`config.mk`:
```
export PLATFORM = sky130hd
export DESIGN_NAME = top_gray_mac_acc
export DESIGN_NICKNAME = d
export VERILOG_FILES = /design/src/rtl/top_gray_pkg.sv /design/src/rtl/top_gray_round_sat.sv /design/src/rtl/top_gray_mac_acc.sv
export SDC_FILE = /design/constraint.sdc
export NUM_CORES = 1
export LEC_CHECK = 0
export BUFFER_PORTS_ARGS = -buffer_cell sky130_fd_sc_hd__buf_2
export CELL_PAD_IN_SITES_DETAIL_PLACEMENT = 1
export CELL_PAD_IN_SITES_GLOBAL_PLACEMENT = 1
export CORE_ASPECT_RATIO = 1.75
export CORE_MARGIN = 2
export CORE_UTILIZATION = 50
export CTS_BUF_LIST = sky130_fd_sc_hd__clkbuf_8
export CTS_CLUSTER_DIAMETER = 120
export DETAILED_ROUTE_END_ITERATION = 6
export MAX_ROUTING_LAYER = met4
export PLACE_DENSITY_LB_ADDON = 0.2
export SETUP_SLACK_MARGIN = 0.02
export SYNTH_ARGS = -nofsm -noshare
export SYNTH_HDL_FRONTEND = slang
export SYNTH_SLANG_ARGS = --single-unit
```
`constraint.sdc`:
```
create_clock -name ap_clk -period 9.2 [get_ports ap_clk]
set_input_delay 1.38 -clock ap_clk [delete_from_list [all_inputs] [get_ports ap_clk]]
set_output_delay 1.38 -clock ap_clk [all_outputs]
set_load 0.03 [all_outputs]
```
`src/rtl/top_gray_pkg.sv`:
```
// ---------------------------------------------------------------------------
// top_gray_pkg
// Shared constants and types for the grayscale multiply-accumulate slice.
//   PROD_W   : signed product width delivered by the DSP multiplier
//   ACC_W    : accumulator width (headroom for the tap sum)
//   SHIFT    : fractional bits dropped after rounding (Q12 coefficients)
//   PIX_MAX  : largest representable output pixel
//   LUMA_*   : Q12 luma coefficients fed to the upstream multiplier
//   state_t  : accumulate / output-hold states of the MAC controller
// ---------------------------------------------------------------------------
package top_gray_pkg;

  localparam int PROD_W  = 28;
  localparam int ACC_W   = 30;
  localparam int SHIFT   = 12;
  localparam int PIX_MAX = 255;

  localparam int LUMA_R = 1225;
  localparam int LUMA_G = 2404;
  localparam int LUMA_B = 467;

  typedef enum logic {
    S_ACC = 1'b0,
    S_OUT = 1'b1
  } state_t;

endpackage

```
`src/rtl/top_gray_round_sat.sv`:
```
// ---------------------------------------------------------------------------
// top_gray_round_sat
// Combinational round-half-up, arithmetic right shift and clamp of a signed
// accumulator sum into an unsigned 8-bit pixel.
// Ports:
//   sum : signed ACC_W-bit tap sum
//   pix : clamped pixel, 0..PIX_MAX
//   sat : high when the rounded value had to be clamped to 0 or PIX_MAX
// ---------------------------------------------------------------------------
module top_gray_round_sat
  import top_gray_pkg::*;
#(
  parameter int ACC_W = top_gray_pkg::ACC_W,
  parameter int SHIFT = top_gray_pkg::SHIFT
) (
  input  logic signed [ACC_W-1:0] sum,
  output logic        [7:0]       pix,
  output logic                    sat
);

  // One extra bit keeps the rounding offset from overflowing a sum that
  // already sits near the top of the accumulator range.
  localparam logic signed [ACC_W:0] HALF    = (ACC_W+1)'(1) <<< (SHIFT - 1);
  localparam logic signed [ACC_W:0] MAX_VAL = (ACC_W+1)'(PIX_MAX);

  logic signed [ACC_W:0] rounded;
  logic signed [ACC_W:0] shifted;

  // Round half up, then drop the fractional bits keeping the sign.
  always_comb begin
    rounded = {sum[ACC_W-1], sum} + HALF;
    shifted = rounded >>> SHIFT;
  end

  // Clamp into the pixel range and flag any clamp as a saturation event.
  always_comb begin
    pix = shifted[7:0];
    sat = 1'b0;
    if (shifted < 0) begin
      pix = 8'd0;
      sat = 1'b1;
    end else if (shifted > MAX_VAL) begin
      pix = 8'(PIX_MAX);
      sat = 1'b1;
    end
  end

endmodule

```
`src/rtl/top_gray_mac_acc.sv`:
```
// ---------------------------------------------------------------------------
// top_gray_mac_acc
// Accumulates TAPS consecutive signed products, then rounds, shifts and
// clamps the sum into an 8-bit pixel. Ready/valid on both sides; a held,
// unaccepted pixel stalls the product input.
// Optional feature: define TOP_GRAY_MAC_SAT_CNT_EN to add the saturating
// sat_cnt output counting clamped pixels.
// Ports:
//   ap_clk, ap_rst          : clock (rising edge), async active-high reset
//   prod_data/valid/ready   : signed product input stream
//   pix_data/valid/ready    : unsigned pixel output stream
//   sat_cnt                 : clamp event count (optional feature only)
// ---------------------------------------------------------------------------
module top_gray_mac_acc
  import top_gray_pkg::*;
#(
  parameter int TAPS   = 3,
  parameter int PROD_W = top_gray_pkg::PROD_W,
  parameter int ACC_W  = top_gray_pkg::ACC_W,
  parameter int SHIFT  = top_gray_pkg::SHIFT
`ifdef TOP_GRAY_MAC_SAT_CNT_EN
  ,
  parameter int CNT_W  = 16
`endif
) (
  input  logic              ap_clk,
  input  logic              ap_rst,
  input  logic [PROD_W-1:0] prod_data,
  input  logic              prod_valid,
  output logic              prod_ready,
  output logic [7:0]        pix_data,
  output logic              pix_valid,
  input  logic              pix_ready
`ifdef TOP_GRAY_MAC_SAT_CNT_EN
  ,
  output logic [CNT_W-1:0]  sat_cnt
`endif
);

  localparam int CNT_BITS = $clog2(TAPS);

  // Refuse to build configurations where the tap sum could wrap.
  if (ACC_W < PROD_W + $clog2(TAPS)) begin : g_acc_w_check
    $error("top_gray_mac_acc: ACC_W too narrow for PROD_W and TAPS");
  end
  if (TAPS < 2) begin : g_taps_check
    $error("top_gray_mac_acc: TAPS must be at least 2");
  end
  if (SHIFT < 1) begin : g_shift_check
    $error("top_gray_mac_acc: SHIFT must be at least 1");
  end

  state_t                    state;
  logic signed [ACC_W-1:0]   acc;
  logic [CNT_BITS-1:0]       cnt;
  logic signed [ACC_W-1:0]   prod_ext;
  logic signed [ACC_W-1:0]   sum;
  logic                      beat;
  logic                      last_beat;
  logic                      pix_take;
  logic [7:0]                rs_pix;
  logic                      rs_sat;

  // Input is blocked only while a finished pixel waits on downstream, so
  // groups run back to back whenever pix_ready stays high.
  always_comb begin
    prod_ready = !(pix_valid && !pix_ready);
    beat       = prod_valid && prod_ready;
    pix_take   = pix_valid && pix_ready;
    last_beat  = beat && (cnt == CNT_BITS'(TAPS - 1));
    prod_ext   = {{(ACC_W - PROD_W){prod_data[PROD_W-1]}}, prod_data};
    sum        = acc + prod_ext;
  end

  top_gray_round_sat #(
    .ACC_W (ACC_W),
    .SHIFT (SHIFT)
  ) u_round_sat (
    .sum (sum),
    .pix (rs_pix),
    .sat (rs_sat)
  );

  // Controller: accumulate taps, register the pixel on the final tap and
  // hold it until accepted. A beat accepted while the pixel is consumed
  // simply starts the next group from a cleared accumulator.
  always_ff @(posedge ap_clk or posedge ap_rst) begin
    if (ap_rst) begin
      state     <= S_ACC;
      acc       <= '0;
      cnt       <= '0;
      pix_data  <= 8'd0;
      pix_valid <= 1'b0;
    end else begin
      if (pix_take) begin
        pix_valid <= 1'b0;
      end
      if (beat) begin
        if (last_beat) begin
          acc       <= '0;
          cnt       <= '0;
          pix_data  <= rs_pix;
          pix_valid <= 1'b1;
          state     <= S_OUT;
        end else begin
          acc   <= sum;
          cnt   <= cnt + 1'b1;
          state <= S_ACC;
        end
      end else if (pix_take) begin
        state <= S_ACC;
      end
    end
  end

`ifdef TOP_GRAY_MAC_SAT_CNT_EN
  // Count clamped pixels as they are registered; stick at all-ones.
  always_ff @(posedge ap_clk or posedge ap_rst) begin
    if (ap_rst) begin
      sat_cnt <= '0;
    end else if (last_beat && rs_sat && (sat_cnt != {CNT_W{1'b1}})) begin
      sat_cnt <= sat_cnt + 1'b1;
    end
  end
`else
  logic sat_unused;
  assign sat_unused = rs_sat;
`endif

endmodule
```
==> impl_summary.md <==
Timing
Setup repair after global routing left no endpoint under its margin. Summed over all failing endpoints, the final setup total negative slack is 0 ns. At the pin with the least slew margin, the transition time is 0.7503 ns. The timing-limited maximum frequency is 0.1988 GHz. The minimum clock period is 5.029 ns.

The ratio of final minimum period to clock period is 54.67%. The worst slew margin relative to its limit is 49.53%. For the final database, setup skew stands at 0.005972 ns. The final count of pins violating max slew is 0. Setup violations remaining at the end of the flow were counted as 0. The hold violation total from the final report is 0.

Drt
For this block, the via count after detailed routing is 3,874. In the final routed layout, each cell accounts on average for 20.78 microns. The number of nets still failing antenna checks after routing is 0. For this run, design rule violations remaining after detail routing come to 0. The detailed router finished its first iteration with 191 violations. Summed over all layers, the routed wires come to 12.28 mm. The detailed-router iteration count before antenna repair is 4. The post-detailed-route via-to-cell ratio is 6.555.

Place
Routability-driven placement finished with a final weighted congestion of 0.9445. The post-DP HPWL is 9.653 mm. During placement, the flow inserted port buffers numbering 41.

The number of cells in the design after placement is 584.

Global route
The number of antenna violations at the first check in global routing is 0. For this run, global-route usage on met2 was measured as 57.42%. The global-route congestion overflow total is 0. The wire length of the first global-routing pass is 20.49 mm. Global routing used 3.488% of the available met3 tracks. Global routing used 31.23% of the available met1 tracks. The number of global-route vias before repair was 4,235. The layer flagged by global routing as most heavily used is met2.

For this run, the total global-route usage over all layers was measured as 31.03%. Entering global routing, the biggest net connects 42 pins.

Clocking
The total of cells resized after clock tree synthesis is 0. The clock-pin slew reported for the worst setup and hold paths after clock tree synthesis is 0.09 ns. The number of post-CTS setup repair buffers is 0.

The count of clock tree sinks is 41. The clock tree from TritonCTS is yes. The maximum number of buffers from clock root to sink is 2. The H-tree generated during clock tree synthesis spans 2 levels. The clock buffer count from CTS is 5. The number of hold buffers added after CTS was 0. The clock reaches the later pin of the worst-skew pair after 0.31 ns. The root buffer cell chosen for the clock tree is clkbuf_8.

Cells and area
The synthesis-to-finish area growth is 8.126%. The repair_antennas step left the layout with diodes totalling 0. The finished layout holds 591 standard cells, fillers aside. The net count of the finished layout is 566. Measured on the finished design, the core utilization comes to 56.10%. Cells with a size suffix above 1 make up 16.10% of the layout.

Run
The number of violations of the max-capacitance limit is 0.

Setup path
In this run the worst setup path begins at prod_data[0]. Traced cell by cell, the critical path runs through buf_2 > ha_1 > fa_1 > a21o_1 > a31o_1 > a21oi_2 > nor2_1 > nor3_1 > and4_1 > nand3_1 > and3_1 > o2111ai_1 > nand4_1 > o221a_1. The slowest stage of the critical path belongs to the cell o2111ai_1. The worst setup path is of the in2reg kind. STA classifies the critical path startpoint as a primary input. The delay of the slowest cell on the worst path is 0.47 ns. The endpoint required time on the critical path is 9.39 ns.

The arrival time reported for the critical path endpoint is 5.22 ns. For the worst flop-to-flop path, the logic depth is 13. The reg-to-reg startpoint is acc[0]. In this run the worst path has a maximum fanout of 7.

STA classifies the critical path endpoint as a flop.

Pwr
The combinational fraction of design power is 72.9%. The leakage power total is 1.895 nW. The clock share of power is 8.7%. The total net switching power is 0.9333 mW. Of the total power, registers draw 18.4%. Across the VDD grid, the largest voltage drop is 0.0001649 V. The cell internal power dissipation is 0.8258 mW. Power spread over the standard cell area amounts to 414.3 nW/um^2.

Net switching is 53.06% of the power.

Logic synthesis
Synthesis produced a netlist whose cell count is 474. The top-area cell type share of the netlist area is 26.13%. The most used flip-flop cell after synthesis is dfrtp_1.

The dominant cell type by area after synthesis is dfrtp_1. Counting instances in the post-synthesis netlist gives the leading cell types as 55 x nand2_1, 41 x dfrtp_1, 39 x o21ai_0, 33 x nor2_1, 31 x a21oi_1. The post-synth net total is 537.

The most common cell in the synthesized netlist is nand2_1. After synthesis, the netlist uses 78 different library cells. The synthesized design contains 0 enable-type register cells.

In this run, synthesis produced a sequential element count of 41. In the synthesized netlist the async set-or-reset flop fraction comes to 100.0%. Summing the sequential cell areas from Yosys gives 26.13% of the chip area. Yosys printed 0 warnings.

After synthesis, the mean cell area works out to 8.283 sq um. In the post-synthesis netlist, the biggest area contributors are dfrtp_1 26%, ha_1 9.6%, nand2_1 5.3%. The cell area after technology mapping is 3926 sq um.

Worst hold path
The worst hold path belongs to the class reg2reg. The worst hold path begins at acc[23]. The depth of the worst hold-timing path is 2.

Floorplan
The die covers 8605 sq um. The overall die height is 121.2 microns. For this design the top-level I/O count stands at 42. The initialized floorplan defines 42 standard-cell rows.

The initial standard-cell utilization of the core is 51.88%. The area of the placeable core is 7567 sq um. Measured along the x axis, the die boundary spans 70.99 microns.

Status
The run finished with clean final reports.
-- power by group through the flow --
stage	clock [mW]	combinational (mW)	sequential, mW
floorplan	0	0.927	0.346
global placement	0	1.22	0.323
detailed placement	0	1.27	0.327
CTS	0.154	1.28	0.324
global route	0.160	1.41	0.334
finish	0.152	1.28	0.324
-- metrics by stage --
step | hold WS (ns) | worst slack [ns] | power (mW) | area, sq um
6_report | 0.4924 | 4.171 | 1.759 | 4245
5_1_grt | 0.5337 | 3.873 | 1.899 | 4245
4_1_cts | 0.4997 | 4.191 | 1.754 | 4245
3_5_place_dp | 0.4792 | 3.916 | 1.593 | 4141
3_3_place_gp | 0.4673 | 4.049 | 1.541 | 4141
2_1_floorplan | 0.4526 | 4.538 | 1.273 | 3926
-- flip-flops by register name (all words and copies together) (netlist names) --
register,flops
acc,30
pix_valid,1
pix_data,8
cnt,2
-- path summary, 6_finish.rpt --
check / end / slack (ns)
max in group asynchronous: pix_valid / 7.61
setup / recovery: pix_data[4] / 4.17
setup reg to reg: pix_data[4] / 4.96
min in group asynchronous: acc[0] / 1.20
hold / removal: acc[23] / 0.49
hold reg to reg: acc[23] / 0.49
-- critical path: cells and delay by family --
kind,cells,cell delay (ns)
AND/OR/NAND/NOR,6,1.65
AO/OA/AOI/OAI,5,1.45
adder cells (fa/ha/maj),2,0.63
buffers and inverters,1,0.10
-- logic make-up (layout without fill, tap and decap cells) --
group                      Yosys count  count (layout)  synth area share [%]
xor gates and xnor gates            29              29                 6.469
DFF                                 41              41                 26.13
adders and majority gates           31              31                 10.07
buffers and inverters               35              64                 4.557
muxes                                6               6                 1.593
AOI/OAI and AO/OA                  155             155                 27.57
and+or+nand+nor                    177             177                 23.61
-- area by class of cell --
class / count / area [sq um]
fill: 949 / 3322
multi-input combinational: 398 / 2721
sequential: 41 / 1026
timing repair buffer: 46 / 242.7
tap: 88 / 110.1
clock buffer: 5 / 68.82
inverter: 11 / 41.29
clock inverter: 2 / 35.03
-- cells in the final DEF (no fill, tap or decap), types with 11 or more instances in the layout --
cell / instances
buf_2: 41
nand2_1: 55
xnor2_1: 17
xor2_1: 12
nand3_1: 20
ha_1: 30
a22o_1: 14
nor2_1: 33
o21ai_0: 39
a21oi_1: 31
dfrtp_1: 41
inv_1: 11
nor3_1: 12
-- layer usage --
metal  vias to the layer above  share of wire [%]
met5                         -                  0
met4                         0                5.3
met1                      1907                 37
met3                        45                1.9
met2                        91                 56
li1                       1831                  -
(Power assumes the default switching activity.)
